$ cat config.mk
export PLATFORM = sky130hd
export DESIGN_NAME = mse_accumulator
export DESIGN_NICKNAME = d
export VERILOG_FILES = /design/src/rtl/mse_accumulator.sv
export SDC_FILE = /design/constraint.sdc
export NUM_CORES = 1
export LEC_CHECK = 0
export ABC_AREA = 1
export BUFFER_PORTS_ARGS = -buffer_cell sky130_fd_sc_hd__buf_2
export CAP_MARGIN = 20
export CORE_ASPECT_RATIO = 1.4
export CORE_MARGIN = 2
export CORE_UTILIZATION = 30
export DETAILED_ROUTE_END_ITERATION = 10
export HOLD_SLACK_MARGIN = 0.06
export SYNTH_ARGS = -nofsm -noshare
export SYNTH_HDL_FRONTEND = slang
export SYNTH_SLANG_ARGS = --single-unit
$ cat constraint.sdc
create_clock -name clk -period 16.9 [get_ports clk]
set_clock_uncertainty 0.05 [all_clocks]
set_input_delay 4.225 -clock clk [delete_from_list [all_inputs] [get_ports clk]]
set_output_delay 4.225 -clock clk [all_outputs]
set_load 0.05 [all_outputs]
$ cat src/rtl/mse_accumulator.sv
// ---------------------------------------------------------------------------
// mse_accumulator
//
// Streaming error-metric sink. Accepts one (exact, approximate) sample pair
// per cycle, accumulates the sum of squared errors over a block of
// 2**N_LOG2 pairs, then publishes SSE and MSE (SSE >> N_LOG2).
//
// Ports
//   clk       in   1      rising-edge clock
//   rstN      in   1      asynchronous active-low reset
//   start     in   1      begin a new block (only honoured in IDLE)
//   in_valid  in   1      y_ref / y_apx valid this cycle
//   in_ready  out  1      block is accepting samples (RUN)
//   y_ref     in   W      exact-filter sample, signed
//   y_apx     in   W      approximate-filter sample, signed
//   busy      out  1      RUN, DRAIN or DONE
//   done      out  1      one-cycle pulse when sse/mse are updated
//   sse       out  ACC_W  sum of squared errors of the last block
//   mse       out  2*W    sse >> N_LOG2, floor
//   ovf       out  1      accumulator saturated during the last block
// ---------------------------------------------------------------------------
module mse_accumulator #(
    parameter int W      = 16,
    parameter int N_LOG2 = 10,
    parameter int ACC_W  = 2*W + N_LOG2
) (
    input  logic                 clk,
    input  logic                 rstN,
    input  logic                 start,
    input  logic                 in_valid,
    output logic                 in_ready,
    input  logic signed [W-1:0]  y_ref,
    input  logic signed [W-1:0]  y_apx,
    output logic                 busy,
    output logic                 done,
    output logic [ACC_W-1:0]     sse,
    output logic [2*W-1:0]       mse,
    output logic                 ovf
);

    // One spare bit over the wider addend catches the carry that signals saturation.
    localparam int SUM_W = ((ACC_W > 2*W) ? ACC_W : 2*W) + 1;

    typedef enum logic [1:0] {S_IDLE, S_RUN, S_DRAIN, S_DONE} state_t;

    state_t                r_state;
    logic [1:0]            r_drain;
    logic [N_LOG2-1:0]     r_cnt;
    logic                  r_in_ready;
    logic                  r_busy;
    logic                  r_done;
    logic [ACC_W-1:0]      r_sse;
    logic [2*W-1:0]        r_mse;

    logic                  r_d_vld;
    logic signed [W:0]     r_d;
    logic                  r_sq_vld;
    logic [2*W-1:0]        r_sq;
    logic [ACC_W-1:0]      r_acc;
    logic                  r_ovf;

    logic                  w_accept;
    logic                  w_clr;
    logic signed [W:0]     w_diff;
    logic signed [2*W+1:0] w_d_ext;
    logic [SUM_W-1:0]      w_sum;
    logic                  w_sat;
    logic [ACC_W-1:0]      w_mse_full;

    assign w_accept   = in_valid & r_in_ready;
    assign w_clr      = (r_state == S_IDLE) & start;
    // Sign-extend both operands so the difference is exact in W+1 bits.
    assign w_diff     = {y_ref[W-1], y_ref} - {y_apx[W-1], y_apx};
    assign w_d_ext    = (2*W+2)'(r_d);
    assign w_sum      = SUM_W'(r_acc) + SUM_W'(r_sq);
    assign w_sat      = |(w_sum >> ACC_W);
    assign w_mse_full = r_acc >> N_LOG2;

    // Control FSM; all outputs registered.
    always_ff @(posedge clk or negedge rstN) begin
        if (!rstN) begin
            r_state    <= S_IDLE;
            r_drain    <= '0;
            r_cnt      <= '0;
            r_in_ready <= 1'b0;
            r_busy     <= 1'b0;
            r_done     <= 1'b0;
            r_sse      <= '0;
            r_mse      <= '0;
        end else begin
            r_done <= 1'b0;
            case (r_state)
                S_IDLE: begin
                    if (start) begin
                        r_state    <= S_RUN;
                        r_cnt      <= '0;
                        r_in_ready <= 1'b1;
                        r_busy     <= 1'b1;
                    end
                end
                S_RUN: begin
                    if (w_accept) begin
                        r_cnt <= r_cnt + 1'b1;
                        if (&r_cnt) begin
                            r_state    <= S_DRAIN;
                            r_in_ready <= 1'b0;
                            r_drain    <= '0;
                        end
                    end
                end
                S_DRAIN: begin
                    // Final accumulate lands on the second drain edge; the third
                    // edge moves on so done appears 4 edges after the last accept.
                    if (r_drain == 2'd2) begin
                        r_state <= S_DONE;
                    end else begin
                        r_drain <= r_drain + 1'b1;
                    end
                end
                S_DONE: begin
                    r_state <= S_IDLE;
                    r_busy  <= 1'b0;
                    r_done  <= 1'b1;
                    r_sse   <= r_acc;
                    r_mse   <= (2*W)'(w_mse_full);
                end
                default: begin
                    r_state    <= S_IDLE;
                    r_in_ready <= 1'b0;
                    r_busy     <= 1'b0;
                end
            endcase
        end
    end

    // Datapath: diff -> square -> saturating accumulate, each with a valid bit.
    always_ff @(posedge clk or negedge rstN) begin
        if (!rstN) begin
            r_d_vld  <= 1'b0;
            r_d      <= '0;
            r_sq_vld <= 1'b0;
            r_sq     <= '0;
            r_acc    <= '0;
            r_ovf    <= 1'b0;
        end else begin
            r_d_vld  <= w_accept;
            r_sq_vld <= r_d_vld;
            if (w_accept) begin
                r_d <= w_diff;
            end
            if (r_d_vld) begin
                // |d| <= 2**W-1, so the square always fits in 2*W bits.
                r_sq <= (2*W)'(w_d_ext * w_d_ext);
            end
            if (w_clr) begin
                r_acc <= '0;
                r_ovf <= 1'b0;
            end else if (r_sq_vld) begin
                if (w_sat) begin
                    r_acc <= '1;
                    r_ovf <= 1'b1;
                end else begin
                    r_acc <= ACC_W'(w_sum);
                end
            end
        end
    end

    assign in_ready = r_in_ready;
    assign busy     = r_busy;
    assign done     = r_done;
    assign sse      = r_sse;
    assign mse      = r_mse;
    assign ovf      = r_ovf;

endmodule

==> metrics.txt <==
Clock Path Buffers 2; Slew Limit Headroom 35.9%; DRC 15; status finished, violations left; Compound-Gate Fraction of Synth Area 6.05%; register area 0.00380 sq mm; CTS clk-pin slew, worst paths 70 ps; FF+latch count, synth 152; number of DRC markers in iteration 0 745; GPL Wtd Cong 0.917; CTS H-tree lvls 4; IO Port Bufs 113; Die Ht 308 um; met1 Track Usage GR 17.7%; Pre-antenna DRT Iters 8; Die Width 221 um; Synth cell types 45; clk root buf clkbuf_16; Synth Area in Adders 34.8%; cell with the most instances after synthesis nand2_1; max cap viols 0; Syn Nets 3090; Final Critical Period 6530 ps; GRT busiest layer met2; ys flop type dfrtp_1; die area 0.0683 sq mm; mapped cell area 0.0199 sq mm; EDFF count, synth 0; setup TNS 0 ps; initial antenna violation count 0; largest area contributor in the netlist fa_1; Synthesis Warnings 0; clk sink count 152; routed wire length 52000 um; CP bufs+invs 3; worst-margin pin slew 961 ps; CP startpoint kind register; vias in the first global route 17275; core area 0.0656 sq mm; syn_area_per_cell 7.48 sq um; CP arrival 6890 ps; final count of negative-setup-slack endpoints 0; top cells by area, synth fa_1 (26%), dfrtp_1 (19%), nand2_1 (14%); worst path required time 17260 ps; clk_lat worst skew 490 ps; # IOs 114; GRT Overall Usage 16.1%; crit end category register; vias per cell 4.53; TritonCTS clock tree yes; Slew Viols, Final 0; Final Hold Fails 0; first-pass GRT wire length 86900 um; RSZ-0062 raised after global routing false; hold_buf cts 0; FFs w/ async S/R, synth 100%; Hold Crit Class reg2reg; worst setup path class reg2reg; GRT met2 Usage 31.2%; post-synthesis mux area share 0%; ratio of final minimum period to clock period 38.6%; cell family with most CP delay adder cells; critical path's slowest cell dfrtp_1; hpwl dp 42500 um; Layout Nets 3137; Initial Util 30.3%; CP peak stage delay 940 ps; fmax 153 MHz; Ant. Diodes 0; crit path cell chain nand2_1 -> fa_1 -> inv_1 -> fa_1 -> inv_1 -> fa_1 -> fa_1 -> fa_1 -> fa_1 -> inv_1 -> ha_1 -> nand2_1 -> nor2_1 -> nor3b_1 -> o21ai_0 -> nand3_1 -> nand2_1 -> a31oi_1; list of most frequent post-synthesis cells nand2_1 (757), inv_1 (584), fa_1 (256), nor2_1 (162), dfrtp_1 (152); post-synthesis instance total 2655; Most Frequent Cell on Critical Path fa_1; post-synth top area share 25.8%; Synth Area in XOR/XNOR 1.63%; met3 GRT Util 1.81%; Synth Area in Simple Gates 24.6%; layout cell share with drive strength beyond 1 7.99%; post-route ant nets 0; multi-input logic area 0.0133 sq mm; Layout area overhead 9.12%; final global-route overflow total 0; Seq/Total Area, Yosys 19.2%; Post-CTS Resized 0; TritonCTS Buffers 17; Via Count 16132; largest net degree at the start of global routing 86; Routed WL per cell 14.6 um; postcts setup bufs 0; Layout fillers 7102; violated checks design-rule violations; CP Max Fanout 20; main combinational cell family by area after synthesis adder cells; Cell Rows 111
layout by cell type (no fill, tap or decap), drive strengths merged:
master    count
clkbuf       17
nand4        21
fa          256
nor4          1
o21a          5
a21oi        95
o22ai         1
ha          143
a211oi        1
xor2         17
nor3b         1
o21bai       11
nand2       763
nor3         24
o31ai         3
a22o          1
xnor2        20
inv         599
a21o          6
buf         124
and3          1
o21ai        87
dfrtp       152
o211ai        1
nor2        170
a31o          1
a21boi        2
clkinv        5
clkinvlp      2
or2          13
nand3b       17
a31oi         6
nand3       149
sequential cells by signal, indices dropped and copies added (netlist names), 2 cells and up:
register,cells
sse,42
r_state,2
r_acc,42
r_cnt,10
r_drain,2
r_sq,31
r_d,17
cell type report:
class                           count  share of cell area, %
Clock inverter                     15                  0.699
Inverter                          591                   10.2
Clock buffer                       17                   1.96
Sequential cell                   152                   17.6
Multi-Input combinational cell   1816                   61.5
Timing Repair Buffer              124                   3.11
Tap cell                          847                   4.89
layer usage:
layer	routed length, um	part of all wire (%)
met2	27800	54
met3	1390	2.7
met4	1680	3.2
met5	0	0
met1	21100	41
kinds of logic (layout without fill, tap and decap cells):
logic type                 Yosys count  count (layout)
buffers and inverters              687             747
xor gates and xnor gates            37              37
DFF                                152             152
AOI/OAI and AO/OA                  220             220
and+or+nand+nor                   1160            1160
adders and majority gates          399             399
worst reg2reg max path: cells and delay by family (launching register included):
| family | cells | cell delay (ps) |
|---|---|---|
| compound gates | 2 | 270 |
| buf+inv | 3 | 300 |
| flops | 1 | 940 |
| simple gates | 6 | 990 |
| fa+ha+maj | 7 | 3900 |
stage by stage:
stage | hold slack (ps) | instance area, sq um | std cells | util, % | setup WS, ps
floorplan | 398 | 19900 | 2655 | - | 10920
global placement | 403 | 21100 | 3529 | 32.1 | 10420
detailed placement | 405 | 21100 | 3529 | 32.1 | 10380
CTS | 424 | 21600 | 3561 | 33.0 | 10360
global route | 440 | 21700 | 3562 | 33.1 | 9820
finish | 418 | 21700 | 3562 | 33.1 | 10370
final timing paths:
| path | start | to | slack, ps | depth (start not counted) |
|---|---|---|---|---|
| worst max-delay path | r_d[5]$_DFFE_PN0P_ | r_sq[27]$_DFFE_PN0P_ | 10370 | 18 |
| worst min-delay path | sse[9]$_DFFE_PN0P_ | sse[9]$_DFFE_PN0P_ | 420 | 2 |
| worst max register to register | r_d[5]$_DFFE_PN0P_ | r_sq[27]$_DFFE_PN0P_ | 10370 | 18 |
| worst min register to register | sse[9]$_DFFE_PN0P_ | sse[9]$_DFFE_PN0P_ | 420 | 2 |
| max in group asynchronous | rstN | r_cnt[4]$_DFFE_PN0P_ | 11670 | 2 |
| min in group asynchronous | rstN | sse[10]$_DFFE_PN0P_ | 3730 | 1 |
Power is not shown: default switching activity piles up to over one toggle a cycle in this logic, so the estimate is an artifact.
